===== src/rtl/shifter_scheduler_pkg.sv =====
// Shared types and constants for the shifter scheduler slice.
package shifter_scheduler_pkg;

    localparam int WORD_WIDTH = 32;

    localparam logic [1:0] SH_LSL = 2'd0;
    localparam logic [1:0] SH_LSR = 2'd1;
    localparam logic [1:0] SH_ASR = 2'd2;
    localparam logic [1:0] SH_ROR = 2'd3;

    localparam logic ID_EXEC = 1'b0;
    localparam logic ID_ADDR = 1'b1;

    typedef enum logic [1:0] {
        SS_IDLE  = 2'd0,
        SS_SHIFT = 2'd1,
        SS_DONE  = 2'd2
    } state_t;

endpackage


===== src/rtl/barrel_shifter.sv =====
// ARM-style immediate barrel shifter; imm==0 selects LSR/ASR #32 and RRX.
module barrel_shifter
    import shifter_scheduler_pkg::*;
#(
    parameter int WordWidth = WORD_WIDTH
) (
    input  logic [WordWidth-1:0] in_Val,
    input  logic [1:0]           in_Type,
    input  logic [4:0]           in_Imm,
    input  logic                 in_C,
    output logic [WordWidth-1:0] out_Val,
    output logic                 out_Carry
);

    logic zero;
    assign zero = (in_Imm == 5'd0);

    always_comb begin
        out_Val   = in_Val;
        out_Carry = in_C;
        case (in_Type)
            SH_LSL: begin
                if (!zero) begin
                    {out_Carry, out_Val} = {1'b0, in_Val} << in_Imm;
                end
            end
            SH_LSR: begin
                if (zero) begin
                    out_Val   = '0;
                    out_Carry = in_Val[WordWidth-1];
                end else begin
                    {out_Val, out_Carry} = {in_Val, 1'b0} >> in_Imm;
                end
            end
            SH_ASR: begin
                if (zero) begin
                    out_Val   = {WordWidth{in_Val[WordWidth-1]}};
                    out_Carry = in_Val[WordWidth-1];
                end else begin
                    {out_Val, out_Carry} = $signed({in_Val, 1'b0}) >>> in_Imm;
                end
            end
            default: begin
                // imm==0 is RRX: rotate through carry by one
                if (zero) begin
                    out_Val   = {in_C, in_Val[WordWidth-1:1]};
                    out_Carry = in_Val[0];
                end else begin
                    out_Val   = (in_Val >> in_Imm)
                              | (in_Val << (WordWidth - int'(in_Imm)));
                    out_Carry = out_Val[WordWidth-1];
                end
            end
        endcase
    end

endmodule


===== src/rtl/shifter_scheduler_decode.sv =====
// Maps register-specified shift amounts onto the shifter's 5-bit encoding.
module shift_amount_decode
    import shifter_scheduler_pkg::*;
#(
    parameter int WordWidth = WORD_WIDTH
) (
    input  logic [1:0]           in_Type,
    input  logic                 in_ByReg,
    input  logic [7:0]           in_Amt,
    input  logic [WordWidth-1:0] in_Val,
    input  logic                 in_C,
    output logic                 out_Bypass,
    output logic [WordWidth-1:0] out_BypassVal,
    output logic                 out_BypassCarry,
    output logic [4:0]           out_Imm
);

    logic is_zero, is_small, is_32;
    assign is_zero  = (in_Amt == 8'd0);
    assign is_small = (in_Amt < 8'd32);
    assign is_32    = (in_Amt == 8'd32);

    always_comb begin
        out_Bypass      = 1'b0;
        out_BypassVal   = in_Val;
        out_BypassCarry = in_C;
        out_Imm         = in_Amt[4:0];
        if (in_ByReg) begin
            if (is_zero) begin
                out_Bypass = 1'b1;
            end else if (!is_small) begin
                case (in_Type)
                    SH_LSL: begin
                        out_Bypass      = 1'b1;
                        out_BypassVal   = '0;
                        out_BypassCarry = is_32 & in_Val[0];
                    end
                    SH_LSR: begin
                        out_Imm = 5'd0;
                        if (!is_32) begin
                            out_Bypass      = 1'b1;
                            out_BypassVal   = '0;
                            out_BypassCarry = 1'b0;
                        end
                    end
                    SH_ASR: out_Imm = 5'd0;
                    default: begin
                        // whole-word rotations leave Val intact
                        if (in_Amt[4:0] == 5'd0) begin
                            out_Bypass      = 1'b1;
                            out_BypassCarry = in_Val[WordWidth-1];
                        end
                    end
                endcase
            end
        end
    end

endmodule


===== src/rtl/shifter_scheduler.sv =====
// Round-robin scheduler sharing one barrel shifter between two requesters.
module shifter_scheduler
    import shifter_scheduler_pkg::*;
#(
    parameter int WordWidth = WORD_WIDTH
) (
    input  logic                 in_Clk,
    input  logic                 in_Reset,
    input  logic                 in_Req0_Valid,
    output logic                 out_Req0_Ready,
    input  logic [WordWidth-1:0] in_Req0_Val,
    input  logic [1:0]           in_Req0_Type,
    input  logic                 in_Req0_ByReg,
    input  logic [7:0]           in_Req0_Amt,
    input  logic                 in_Req0_C,
    input  logic                 in_Req1_Valid,
    output logic                 out_Req1_Ready,
    input  logic [WordWidth-1:0] in_Req1_Val,
    input  logic [1:0]           in_Req1_Type,
    input  logic                 in_Req1_ByReg,
    input  logic [7:0]           in_Req1_Amt,
    input  logic                 in_Req1_C,
    output logic                 out_Res_Valid,
    input  logic                 in_Res_Ready,
    output logic [WordWidth-1:0] out_Res_Op2,
    output logic                 out_Res_Carry,
    output logic                 out_Res_Id
);

    state_t               state;
    logic                 last;
    logic [WordWidth-1:0] val_q;
    logic [1:0]           type_q;
    logic                 byreg_q;
    logic [7:0]           amt_q;
    logic                 c_q;
    logic                 id_q;

    logic grant0, grant1, idle;
    assign idle   = (state == SS_IDLE) & ~in_Reset;
    assign grant0 = in_Req0_Valid & (~in_Req1_Valid | (last == ID_ADDR));
    assign grant1 = in_Req1_Valid & (~in_Req0_Valid | (last == ID_EXEC));
    assign out_Req0_Ready = idle & grant0;
    assign out_Req1_Ready = idle & grant1;

    logic                 bypass, bypass_carry, sh_carry;
    logic [WordWidth-1:0] bypass_val, sh_val;
    logic [4:0]           imm;

    shift_amount_decode #(.WordWidth(WordWidth)) u_decode (
        .in_Type        (type_q),
        .in_ByReg       (byreg_q),
        .in_Amt         (amt_q),
        .in_Val         (val_q),
        .in_C           (c_q),
        .out_Bypass     (bypass),
        .out_BypassVal  (bypass_val),
        .out_BypassCarry(bypass_carry),
        .out_Imm        (imm)
    );

    barrel_shifter #(.WordWidth(WordWidth)) u_shifter (
        .in_Val   (val_q),
        .in_Type  (type_q),
        .in_Imm   (imm),
        .in_C     (c_q),
        .out_Val  (sh_val),
        .out_Carry(sh_carry)
    );

    always_ff @(posedge in_Clk) begin
        if (in_Reset) begin
            state         <= SS_IDLE;
            last          <= ID_ADDR;
            val_q         <= '0;
            type_q        <= SH_LSL;
            byreg_q       <= 1'b0;
            amt_q         <= '0;
            c_q           <= 1'b0;
            id_q          <= ID_EXEC;
            out_Res_Valid <= 1'b0;
            out_Res_Op2   <= '0;
            out_Res_Carry <= 1'b0;
            out_Res_Id    <= 1'b0;
        end else begin
            case (state)
                SS_IDLE: begin
                    if (out_Req0_Ready) begin
                        val_q   <= in_Req0_Val;
                        type_q  <= in_Req0_Type;
                        byreg_q <= in_Req0_ByReg;
                        amt_q   <= in_Req0_Amt;
                        c_q     <= in_Req0_C;
                        id_q    <= ID_EXEC;
                        last    <= ID_EXEC;
                        state   <= SS_SHIFT;
                    end else if (out_Req1_Ready) begin
                        val_q   <= in_Req1_Val;
                        type_q  <= in_Req1_Type;
                        byreg_q <= in_Req1_ByReg;
                        amt_q   <= in_Req1_Amt;
                        c_q     <= in_Req1_C;
                        id_q    <= ID_ADDR;
                        last    <= ID_ADDR;
                        state   <= SS_SHIFT;
                    end
                end
                SS_SHIFT: begin
                    out_Res_Op2   <= bypass ? bypass_val : sh_val;
                    out_Res_Carry <= bypass ? bypass_carry : sh_carry;
                    out_Res_Id    <= id_q;
                    out_Res_Valid <= 1'b1;
                    state         <= SS_DONE;
                end
                SS_DONE: begin
                    if (in_Res_Ready) begin
                        out_Res_Valid <= 1'b0;
                        state         <= SS_IDLE;
                    end
                end
                default: state <= SS_IDLE;
            endcase
        end
    end

endmodule


===== config.mk =====
export PLATFORM = sky130hd
export DESIGN_NAME = shifter_scheduler
export DESIGN_NICKNAME = d
export VERILOG_FILES = /design/src/rtl/shifter_scheduler_pkg.sv /design/src/rtl/barrel_shifter.sv /design/src/rtl/shifter_scheduler_decode.sv /design/src/rtl/shifter_scheduler.sv
export SDC_FILE = /design/constraint.sdc
export NUM_CORES = 1
export LEC_CHECK = 0
export ABC_AREA = 1
export CORE_ASPECT_RATIO = 0.6
export CORE_MARGIN = 8
export CORE_UTILIZATION = 30
export DETAILED_ROUTE_END_ITERATION = 16
export DONT_BUFFER_PORTS = 1
export SYNTH_ARGS = -nofsm -noshare
export SYNTH_HDL_FRONTEND = slang
export SYNTH_SLANG_ARGS = --single-unit
export TNS_END_PERCENT = 5

===== constraint.sdc =====
create_clock -name in_Clk -period 3.7 [get_ports in_Clk]
set_input_delay 0.74 -clock in_Clk [delete_from_list [all_inputs] [get_ports in_Clk]]
set_output_delay 0.74 -clock in_Clk [all_outputs]
set_load 0.01 [all_outputs]

==> summary.md, run 1 <==
• **syn_nets** 2,153
• **die span in y** 160.6 um
• **pins over their slew limit** 0
• **highest clock frequency the design can meet** 282.7 MHz
• **number of setup violations in the final report** 0
• **Starting Density** 0.3015
• **Max Clock Skew** 0.01698 ns
• **Yosys warnings** 0
• **part of the cycle the worst path needs** 0.9559
• **flops & latches, synth** 83
• **number of antenna violations at the first check in global routing** 1
• **row count** 53
• **# hold bufs at CTS** 0
• **result of the run** complete, no violations
• **later-pin clock latency in the skew report** 0.36 ns
• **Floorplan Core Area** 34,680 um2
• **min setup slack post-route** 0.1633 ns
• **total number of vias** 14,586
• **area added between synthesis and finish** 9.082%
• **worst rel slew slack** 0.2248
• **Worst Path Class, Setup** reg2reg
• **vias in the first global route** 12,815
• **maximum number of buffers from clock root to sink** 2
• **clock input transition at the sequential cells of the worst setup and hold paths** 0.08 ns
• **Routability Congestion** 1.099
• **static leakage** 5.323 nW
• **H-Tree Level Count** 3
• **clk sink count** 83
• **max-cap violations** 0
• **Synth Cell Area** 10,460 um2
• **number of failing hold endpoints at the final stage** 0
• **Die W** 257.0 um
• **number of instances in the synthesized netlist** 2,055
• **routed length per placed instance** 25.75 um
• **endpoint type of the worst setup path** flip-flop
• **count of flip-flops with a built-in enable after synthesis** 0
• **dpl cell area** 11,070 um2
• **All-Layer GR Usage** 0.2886
• **first-pass GRT wire length** 89.89 mm
• **worst-margin pin slew** 1.162 ns
• **arrival time at the worst endpoint** 3.80 ns
• **clk root buf** sky130_fd_sc_hd__clkbuf_16
• **Worst Path Max Fanout** 21
• **ratio of routed vias to standard cells** 5.927
• **TritonRoute pass-1 iters** 9
• **drc violations** 0
• **required arrival time at the worst endpoint** 3.96 ns
• **clock buffers created by TritonCTS** 9
• **Util after Layout** 0.3289
• **Fin Hold WS** 0.4467 ns
• **Final Total Pwr** 5.771 mW
• **final design instance area without fill** 11,410 um2
• **worst hold-check path type** in2reg
• **Antenna Nets Post-Route** 0
• **peak supply drop** 0.2620 mV
• **net count of the finished layout** 2,086
• **share of flip-flops with an asynchronous set or reset after synthesis** 0
• **startpoint type of the worst setup path** flip-flop
• **PwrDens** 506.0 nW/um2
• **number of library cell types mapped by synthesis** 39
• **Tmin final** 3.537 ns
• **die area** 41,280 um2
• **grt total ovfl** 0
• **HPWL after detailed placement** 48.88 mm
• **clock tree from TritonCTS** done
• **Post-Place Setup Slack** 0.3490 ns
• **Seq/Total Area, Yosys** 0.1589
• **Syn Area/Cell** 5.088 um2
• **number of DRC violations after detailed-routing iteration 0** 2,534
• **Detailed Route WL** 63.37 mm
• **PortBufs** 0
• **dominant register cell in the synthesized netlist** sky130_fd_sc_hd__dfxtp_1
• **pin count of the biggest net entering global routing** 90
• **layout cells sized above 1** 0.06874
• **num ports** 130
-- Yosys cell counts (all sizes together), types with 5 or more instances --
library cell  instances  area (um2)
buf                  65       346.6
nand4                 9       56.30
nor2                154       595.6
o211ai               19       142.6
nand3b                5       37.54
nand3               415        2087
a21oi               160       804.5
inv                 148       555.5
o22ai                12       75.07
o21ai               193       977.2
nor3                  7       35.03
ha                    5       62.56
nand2               681        2594
clkbuf               82       307.8
dfxtp                83        1662
-- worst paths after layout --
kind / slack, ns / cells past startpoint / from / to
worst max-delay path: 0.16 / 16 / type_q[0] / out_Res_Op2[29]
worst min register to register: 0.46 / 2 / id_q / out_Res_Id
worst min-delay path: 0.45 / 1 / in_Reset / out_Res_Op2[29]
worst max register to register: 0.16 / 16 / type_q[0] / out_Res_Op2[29]
-- placed cells by master, fill, tap and decap left out, types with 2 or more instances in the layout --
cell type / Yosys / final
sky130_fd_sc_hd__nor3_1: 7 / 7
sky130_fd_sc_hd__nand4_1: 9 / 9
sky130_fd_sc_hd__dfxtp_1: 83 / 83
sky130_fd_sc_hd__a31oi_1: 2 / 2
sky130_fd_sc_hd__o31ai_1: 2 / 2
sky130_fd_sc_hd__o211ai_1: 19 / 19
sky130_fd_sc_hd__inv_1: 127 / 127
sky130_fd_sc_hd__nand3_1: 413 / 412
sky130_fd_sc_hd__ha_1: 5 / 4
sky130_fd_sc_hd__inv_6: 0 / 2
sky130_fd_sc_hd__buf_12: 0 / 10
sky130_fd_sc_hd__nand3b_1: 5 / 5
sky130_fd_sc_hd__nand2_1: 670 / 669
sky130_fd_sc_hd__nand2_2: 9 / 10
sky130_fd_sc_hd__nor2_1: 149 / 145
sky130_fd_sc_hd__nor2_2: 4 / 6
sky130_fd_sc_hd__a21oi_1: 159 / 159
sky130_fd_sc_hd__o21ai_1: 37 / 36
sky130_fd_sc_hd__o22ai_1: 12 / 12
sky130_fd_sc_hd__buf_4: 4 / 59
sky130_fd_sc_hd__nand2_4: 2 / 2
sky130_fd_sc_hd__o311ai_0: 2 / 2
sky130_fd_sc_hd__bufinv_16: 0 / 2
sky130_fd_sc_hd__nand3_2: 2 / 3
sky130_fd_sc_hd__nor2_4: 1 / 3
sky130_fd_sc_hd__inv_2: 21 / 21
sky130_fd_sc_hd__clkbuf_16: 0 / 9
sky130_fd_sc_hd__o21ai_2: 3 / 4
sky130_fd_sc_hd__o21ai_0: 153 / 153
sky130_fd_sc_hd__clkinv_1: 3 / 3
-- power breakdown --
group          leakage, nW  total (mW)  switching [mW]  internal (mW)
sequential           0.680        1.12           0.128          0.991
clock                0.160        1.04           0.428          0.617
combinational         4.48        3.61            2.68          0.933
-- registers in the layout (all words and copies together) (netlist names) --
signal and flops:
amt_q 8, byreg_q 1, c_q 1, id_q 1, last 1, out_Res_Carry 1, out_Res_Id 1, out_Res_Op2 32
out_Res_Valid 1, state 2, type_q 2, val_q 32
-- metrics by stage --
| step | instances | TNS (ns) |
|---|---|---|
| 4_1_cts | 2460 | 0 |
| 5_1_grt | 2460 | -0.01058 |
| 3_3_place_gp | 2444 | 0 |
| 6_report | 2461 | 0 |
| 2_1_floorplan | 2055 | 0 |
| 3_5_place_dp | 2444 | 0 |
-- kinds of logic after synthesis --
logic type,count (synthesis),share of synthesized area
buf+inv,298,0.1168
simple gates,1274,0.5187
flops,83,0.1589
fa+ha+maj,5,0.005983
compound gates,395,0.1996
-- per-layer routing --
| layer | part of all wire | wire, um | global-route usage | vias to the layer above |
|---|---|---|---|---|
| li1 | - | - | - | 6676 |
| met1 | 0.43 | 27410 | 0.4011 | 6783 |
| met2 | 0.38 | 24030 | 0.3772 | 1019 |
| met3 | 0.16 | 10310 | 0.1573 | 106 |
| met4 | 0.025 | 1604 | 0.06742 | 2 |
| met5 | 0.00016 | 10 | 0 | - |
-- worst max-delay path: stages (launching register included) --
cell	delay (ns)
sky130_fd_sc_hd__dfxtp_1	0.39
sky130_fd_sc_hd__inv_1	0.08
sky130_fd_sc_hd__ha_1	0.30
sky130_fd_sc_hd__nand2_1	0.08
sky130_fd_sc_hd__inv_2	0.06
sky130_fd_sc_hd__nand2_2	0.18
sky130_fd_sc_hd__o21ai_2	0.14
sky130_fd_sc_hd__nor2_2	0.91
sky130_fd_sc_hd__nand3_1	0.15
sky130_fd_sc_hd__nand2_1	0.17
sky130_fd_sc_hd__nand2_1	0.14
sky130_fd_sc_hd__nand3_1	0.31
sky130_fd_sc_hd__nand3b_1	0.16
sky130_fd_sc_hd__a21oi_1	0.15
sky130_fd_sc_hd__nand2_1	0.07
sky130_fd_sc_hd__nand2_1	0.06
sky130_fd_sc_hd__a21oi_1	0.06
-- timing repair --
item / 4_1_cts / 5_1_grt
setup endpoints to repair: 0 / 1
buffers inserted: 0 / 0
gates resized for setup: 0 / 1
-- layout make-up --
| type | count | area, um2 |
|---|---|---|
| fill | 4040 | 23280 |
| multi-input combinational | 1674 | 7615 |
| sequential | 83 | 1662 |
| timing repair buffer | 69 | 643.1 |
| tap | 467 | 584.3 |
| inverter | 151 | 566.8 |
| clock buffer | 10 | 239.0 |
| clock inverter | 6 | 93.84 |
| antenna | 1 | 2.502 |
No activity file was read; power rests on OpenSTA's default activity.
==> inputs of run 2 (changes only) <==
--- a/config.mk
+++ b/config.mk
@@ -11,6 +11,7 @@
 export CORE_UTILIZATION = 30
 export DETAILED_ROUTE_END_ITERATION = 16
 export DONT_BUFFER_PORTS = 1
+export SLEW_MARGIN = 5
 export SYNTH_ARGS = -nofsm -noshare
 export SYNTH_HDL_FRONTEND = slang
 export SYNTH_SLANG_ARGS = --single-unit
==> results of run 2 <==
The final DEF is identical to that of run 1; final timing and power are the same.
